**src/rtl/uriscv_muldiv_pkg.sv**
```systemverilog
`default_nettype none
// ============================================================================
// Module   : uriscv_muldiv_pkg
// Purpose  : Shared types and helpers for the muldiv issue controller:
//            funct3 op encoding, controller states, one-hot op decode.
// Revision : 1.0 - initial release
// ============================================================================
package uriscv_muldiv_pkg;

    // funct3 encoding of the RV32M operations
    typedef enum logic [2:0] {
        OP_MUL    = 3'd0,
        OP_MULH   = 3'd1,
        OP_MULHSU = 3'd2,
        OP_MULHU  = 3'd3,
        OP_DIV    = 3'd4,
        OP_DIVU   = 3'd5,
        OP_REM    = 3'd6,
        OP_REMU   = 3'd7
    } muldiv_op_e;

    // Issue controller states
    typedef enum logic [1:0] {
        IDLE  = 2'd0,
        ISSUE = 2'd1,
        WAIT  = 2'd2,
        WB    = 2'd3
    } state_e;

    // Smallest legal watchdog limit: the divider needs 33+ cycles
    localparam int MIN_TIMEOUT = 34;

    // Bit n set for funct3 value n (bit 0 = MUL ... bit 7 = REMU)
    function automatic logic [7:0] op_to_onehot(muldiv_op_e op);
        logic [7:0] w_onehot;
        w_onehot     = 8'd0;
        w_onehot[op] = 1'b1;
        return w_onehot;
    endfunction

endpackage
`default_nettype wire

```
**src/rtl/uriscv_muldiv_watchdog.sv**
```systemverilog
`default_nettype none
// ============================================================================
// Module   : uriscv_muldiv_watchdog
// Purpose  : Clear/enable cycle counter. expire_o flags the enabled
//            increment that brings the count up to TIMEOUT_CYCLES.
// Revision : 1.0 - initial release
// ============================================================================
module uriscv_muldiv_watchdog #(
    parameter int TIMEOUT_CYCLES = 64,
    parameter int CNT_W          = $clog2(TIMEOUT_CYCLES + 1)
) (
    input  logic clk_i,
    input  logic rst_ni,
    input  logic clear_i,
    input  logic enable_i,
    output logic expire_o
);

    localparam logic [CNT_W-1:0] C_LIMIT = CNT_W'(TIMEOUT_CYCLES);
    localparam logic [CNT_W-1:0] C_LAST  = CNT_W'(TIMEOUT_CYCLES - 1);

    logic [CNT_W-1:0] r_count;

    // Counter: clear has priority, then saturating increment at the limit
    always_ff @(posedge clk_i) begin
        if (!rst_ni) begin
            r_count <= '0;
        end else if (clear_i) begin
            r_count <= '0;
        end else if (enable_i && (r_count != C_LIMIT)) begin
            r_count <= r_count + CNT_W'(1);
        end
    end

    // Terminal count: this cycle's increment reaches the limit
    assign expire_o = enable_i && (r_count == C_LAST);

endmodule
`default_nettype wire

```
**src/rtl/uriscv_muldiv_issue.sv**
```systemverilog
`default_nettype none
// ============================================================================
// Module   : uriscv_muldiv_issue
// Purpose  : Requester-side controller for uriscv_muldiv. Accepts one op,
//            issues a single valid pulse with one-hot op, waits for the
//            result under a watchdog and hands it to register writeback.
// Revision : 1.0 - initial release
// ============================================================================
module uriscv_muldiv_issue
    import uriscv_muldiv_pkg::*;
#(
    parameter int TIMEOUT_CYCLES = 64,
    parameter int CNT_W          = $clog2(TIMEOUT_CYCLES + 1)
) (
    input  logic        clk_i,
    input  logic        rst_ni,
    // execute-stage request
    input  logic        req_valid_i,
    output logic        req_ready_o,
    input  logic [2:0]  req_op_i,
    input  logic [31:0] req_ra_i,
    input  logic [31:0] req_rb_i,
    input  logic [4:0]  req_rd_i,
    // muldiv unit interface
    output logic        valid_o,
    output logic        inst_mul_o,
    output logic        inst_mulh_o,
    output logic        inst_mulhsu_o,
    output logic        inst_mulhu_o,
    output logic        inst_div_o,
    output logic        inst_divu_o,
    output logic        inst_rem_o,
    output logic        inst_remu_o,
    output logic [31:0] operand_ra_o,
    output logic [31:0] operand_rb_o,
    input  logic        stall_i,
    input  logic        ready_i,
    input  logic [31:0] result_i,
    // register-file writeback
    output logic        wb_valid_o,
    input  logic        wb_ready_i,
    output logic [4:0]  wb_rd_o,
    output logic [31:0] wb_data_o,
    // status
    output logic        busy_o,
    output logic        error_o
);

    state_e      r_state;
    state_e      w_state_next;
    muldiv_op_e  r_op;
    logic [31:0] r_ra;
    logic [31:0] r_rb;
    logic [4:0]  r_rd;
    logic [31:0] r_wb_data;
    logic        r_error;

    logic        w_accept;
    logic        w_issue;
    logic        w_capture;
    logic        w_wd_enable;
    logic        w_wd_expire;
    logic        w_set_error;
    logic [7:0]  w_inst;

    // Watchdog counts WAIT cycles without ready; cleared on the issue pulse
    uriscv_muldiv_watchdog #(
        .TIMEOUT_CYCLES (TIMEOUT_CYCLES),
        .CNT_W          (CNT_W)
    ) u_watchdog (
        .clk_i    (clk_i),
        .rst_ni   (rst_ni),
        .clear_i  (w_issue),
        .enable_i (w_wd_enable),
        .expire_o (w_wd_expire)
    );

    // State register
    always_ff @(posedge clk_i) begin
        if (!rst_ni) begin
            r_state <= IDLE;
        end else begin
            r_state <= w_state_next;
        end
    end

    // Next-state and control strobes
    always_comb begin
        w_state_next = r_state;
        w_accept     = 1'b0;
        w_issue      = 1'b0;
        w_capture    = 1'b0;
        w_wd_enable  = 1'b0;
        w_set_error  = 1'b0;
        case (r_state)
            IDLE: begin
                if (req_valid_i) begin
                    w_accept     = 1'b1;
                    w_state_next = ISSUE;
                end
            end
            ISSUE: begin
                // Pulse only when the unit can take it; never valid while stalled
                if (!stall_i) begin
                    w_issue      = 1'b1;
                    w_state_next = WAIT;
                end
            end
            WAIT: begin
                if (ready_i) begin
                    w_capture    = 1'b1;
                    // x0 writes are discarded, so skip the writeback handshake
                    w_state_next = (r_rd == 5'd0) ? IDLE : WB;
                end else begin
                    w_wd_enable = 1'b1;
                    if (w_wd_expire) begin
                        w_set_error  = 1'b1;
                        w_state_next = IDLE;
                    end
                end
            end
            WB: begin
                if (wb_ready_i) begin
                    w_state_next = IDLE;
                end
            end
            default: w_state_next = IDLE;
        endcase
    end

    // Request latch, result capture and sticky timeout flag
    always_ff @(posedge clk_i) begin
        if (!rst_ni) begin
            r_op      <= OP_MUL;
            r_ra      <= 32'd0;
            r_rb      <= 32'd0;
            r_rd      <= 5'd0;
            r_wb_data <= 32'd0;
            r_error   <= 1'b0;
        end else begin
            if (w_accept) begin
                r_op <= muldiv_op_e'(req_op_i);
                r_ra <= req_ra_i;
                r_rb <= req_rb_i;
                r_rd <= req_rd_i;
            end
            if (w_capture) begin
                r_wb_data <= result_i;
            end
            if (w_set_error) begin
                r_error <= 1'b1;
            end
        end
    end

    assign w_inst        = op_to_onehot(r_op) & {8{w_issue}};

    assign valid_o       = w_issue;
    assign inst_mul_o    = w_inst[0];
    assign inst_mulh_o   = w_inst[1];
    assign inst_mulhsu_o = w_inst[2];
    assign inst_mulhu_o  = w_inst[3];
    assign inst_div_o    = w_inst[4];
    assign inst_divu_o   = w_inst[5];
    assign inst_rem_o    = w_inst[6];
    assign inst_remu_o   = w_inst[7];
    assign operand_ra_o  = r_ra;
    assign operand_rb_o  = r_rb;

    assign req_ready_o   = (r_state == IDLE);
    assign busy_o        = (r_state != IDLE);
    assign wb_valid_o    = (r_state == WB);
    assign wb_rd_o       = r_rd;
    assign wb_data_o     = r_wb_data;
    assign error_o       = r_error;

endmodule
`default_nettype wire
```
**config.mk**
```make
export PLATFORM = sky130hd
export DESIGN_NAME = uriscv_muldiv_issue
export DESIGN_NICKNAME = d
export VERILOG_FILES = /design/src/rtl/uriscv_muldiv_pkg.sv /design/src/rtl/uriscv_muldiv_watchdog.sv /design/src/rtl/uriscv_muldiv_issue.sv
export SDC_FILE = /design/constraint.sdc
export NUM_CORES = 1
export LEC_CHECK = 0
export ABC_AREA = 0
export BUFFER_PORTS_ARGS = -buffer_cell sky130_fd_sc_hd__buf_2
export CAP_MARGIN = 20
export CORE_MARGIN = 5
export CORE_UTILIZATION = 49
export DETAILED_ROUTE_END_ITERATION = 6
export PLACE_DENSITY = 0.94
export SYNTH_ARGS = -nofsm -noshare
export SYNTH_HDL_FRONTEND = slang
export SYNTH_SLANG_ARGS = --single-unit
```
**constraint.sdc**
```tcl
create_clock -name clk_i -period 2.51 [get_ports clk_i]
set_input_delay 0.502 -clock clk_i [delete_from_list [all_inputs] [get_ports clk_i]]
set_output_delay 0.502 -clock clk_i [all_outputs]
set_load 0.1 [all_outputs]
```
==> metrics.md <==
| Metric | Value |
|---|---|
| Pre-CTS WS | 0.310 ns |
| FP Rows | 34 |
| Multi-input logic area | 2100 um^2 |
| Flops & latches, synth | 114 |
| GR Util met2 | 42.8% |
| Status | finished, final reports clean |
| Buf/Inv on CP | 2 |
| Share of layout cells above drive strength 1 | 37.1% |
| Gr usage total | 23.2% |
| Final GP Congestion | 0.797 |
| Fraction of registers with async set/reset | 0% |
| Post-synthesis cell area | 4470 um^2 |
| Slew Viols, Final | 0 |
| Post-synth EDFFs | 0 |
| Clock period minus worst slack | 2.38 ns |
| Relative max-transition margin | 66.3% |
| Net count, final | 860 |
| First-pass GRT wire length | 20.9 mm |
| Buffers added on ports | 223 |
| Final Cycle Share | 94.6% |
| CTS max path bufs | 2 |
| Register area | 2290 um^2 |
| WL/cell | 15.0 um |
| Die area | 11,100 um^2 |
| CTS buffer count | 17 |
| Critical path data required time | 2.01 ns |
| Antenna-violating nets left | 0 |
| Drt first-iter violations | 171 |
| Diode count | 0 |
| Slew at the pin closest to its max-slew limit | 0.510 ns |
| Mapped Avg Cell Area | 8.37 um^2 |
| Largest net degree at the start of global routing | 64 |
| DR pass1 iterations | 4 |
| Via-per-instance ratio | 4.99 |
| Slowest library cell on the worst path | dfxtp_4 |
| Critical path class | reg -> out |
| Routed wire length | 13.1 mm |
| Crit path DAT | 1.87 ns |
| Fin area | 6440 um^2 |
| Peak supply drop | 0.549 mV |
| Fmax | 0.421 GHz |
| Global route overflow | 0 |
| Core box area | 8810 um^2 |
| Post-synthesis cell type count | 33 |
| DIE WIDTH | 106 um |
| DRC errors left | 0 |
| Synth Net Count | 646 |
| Main flop type after synthesis | dfxtp_1 |
| Post-route setup TNS | 0 ns |
| Max Cap Violations | 0 |
| Vias in the first global route | 4,408 |
| Cell family with most CP delay | simple AND/OR/NAND/NOR gates |
| Crit path largest cell delay | 0.42 ns |
| Met1 usage | 24.8% |
| I/O Pins | 224 |
| CTS tree | done |
| Final hold vios | 0 |
| Unrepaired setup endpoints after global routing | false |
| Global route hottest layer | met2 |
| Clock Tree Root | clkbuf_8 |
| Initial Util | 50.8% |
| Most used cell, CP | buf_12 |
| Pwr/cell area | 866 nW/um^2 |
| GRT met3 Usage | 7.09% |
| Worst path cell trace | nor3b_4 -> buf_12 -> nand2_4 -> nor3_4 -> buf_12 |
| Register area share after synthesis | 51.1% |
| Clk slew on worst S/H paths | 0.06 ns |
| Worst-skew pair later-pin latency | 0.50 ns |
| Final setup fails | 0 |
| Fill count | 634 |
| Clock sink total | 114 |
| Worst setup EP type | output pin |
| Crit Path Max Fanout | 11 |
| Die height | 106 um |
| Pleak | 2.88 nW |
| Initial antenna violation count | 0 |
| Hold slack | 0.237 ns |
| CTS H-tree lvls | 4 |
| Min-Delay Path Class | in -> reg |
| Worst Clk Skew | 0.00830 ns |
| Cells after Synth | 534 |
| Yosys warnings | 0 |
| Final worst setup slack | 0.134 ns |
| Via count | 4,336 |
| Synth-to-layout area growth | 44.2% |
| HPWL Detailed | 9.65 mm |
| Post-DP Area | 5840 um^2 |
| Worst Setup Start Kind | register |
## area by class of cell
type	instances	area share, %
sequential	114	35.5
inverter	5	0.291
tap	108	2.10
clock buffer	18	6.64
multi-input combinational	380	32.5
timing repair buffer	230	20.6
clock inverter	14	2.39
## cell usage after synthesis (all sizes together), types with 3 or more instances
cell	count	share of area (%)
a21boi	104	17
a21oi	7	0.78
buf	13	2.1
clkbuf	22	1.8
dfxtp	114	51
inv	5	0.42
nand2	215	18
nand2b	6	0.84
nor2	15	1.3
nor3	6	0.67
o21ai	3	0.34
## power breakdown
part | leakage, nW | internal [mW] | switching, mW
Combinational | 1.68 | 0.255 | 1.02
Sequential | 0.931 | 1.91 | 0.0650
Clock | 0.267 | 1.45 | 0.880
## cell usage in the layout (no fill, tap or decap), types with 3 or more instances in the layout
cell,Yosys,final
a21oi_1,7,7
clkinvlp_4,0,6
o21ai_0,3,3
nand2b_1,6,5
inv_1,5,5
nor3_1,6,4
clkbuf_16,0,16
inv_6,0,4
a21boi_1,17,17
buf_4,9,4
a21boi_0,87,87
nor2_4,0,7
buf_12,0,11
buf_2,3,215
nand2_1,215,213
nor2_1,14,8
dfxtp_1,114,112
## per-stage QoR
step | utilization [%] | total power [mW] | cells
global placement | 66.3 | 3.25 | 836
detailed placement | 66.3 | 3.29 | 836
global route | 73.2 | 5.78 | 869
CTS | 73.1 | 5.62 | 869
floorplan | - | 3.02 | 534
finish | 73.2 | 5.58 | 869
## logic make-up after synthesis
kind of cell,count (synthesis),share of synthesized area (%)
simple gates,255,23.4
compound gates,120,20.0
flops,114,51.1
buf+inv,40,4.37
xor+xnor,2,0.392
fa+ha+maj,2,0.560
mux,1,0.224
## routing by layer
metal	vias up	routed length, um
met2	168	6950
met1	1996	4910
met3	15	1020
met4	0	188
li1	2157	-
met5	-	0
## sequential cells by signal, summed over array words and instances (netlist names)
name / cells
operand_rb_o: 32
r_state: 2
error_o: 1
r_op: 3
wb_data_o: 32
u_watchdog.r_count: 7
wb_rd_o: 5
operand_ra_o: 32
## worst paths after layout
path | from | end | slack (ns) | cells past startpoint
worst max-delay path | r_state[0] | inst_mulh_o | 0.13 | 5
worst min-delay path | req_rb_i[6] | operand_rb_o[6] | 0.24 | 3
worst max register to register | u_watchdog.r_count[0] | r_state[0] | 0.84 | 5
worst min register to register | operand_rb_o[3] | operand_rb_o[3] | 0.45 | 2
## tightest hold or removal path, cell delays in order
cell      delay [ns]
buf_2           0.09
nand2_1         0.04
a21boi_1        0.05
## timing repair
item                       in CTS  in global routing
setup buffers                   1                  0
resized for setup               1                  2
hold buffers                    0                  0
setup endpoints to repair       9                  2
pin swaps                       0                  1
Power figures use the tool's default switching activity.
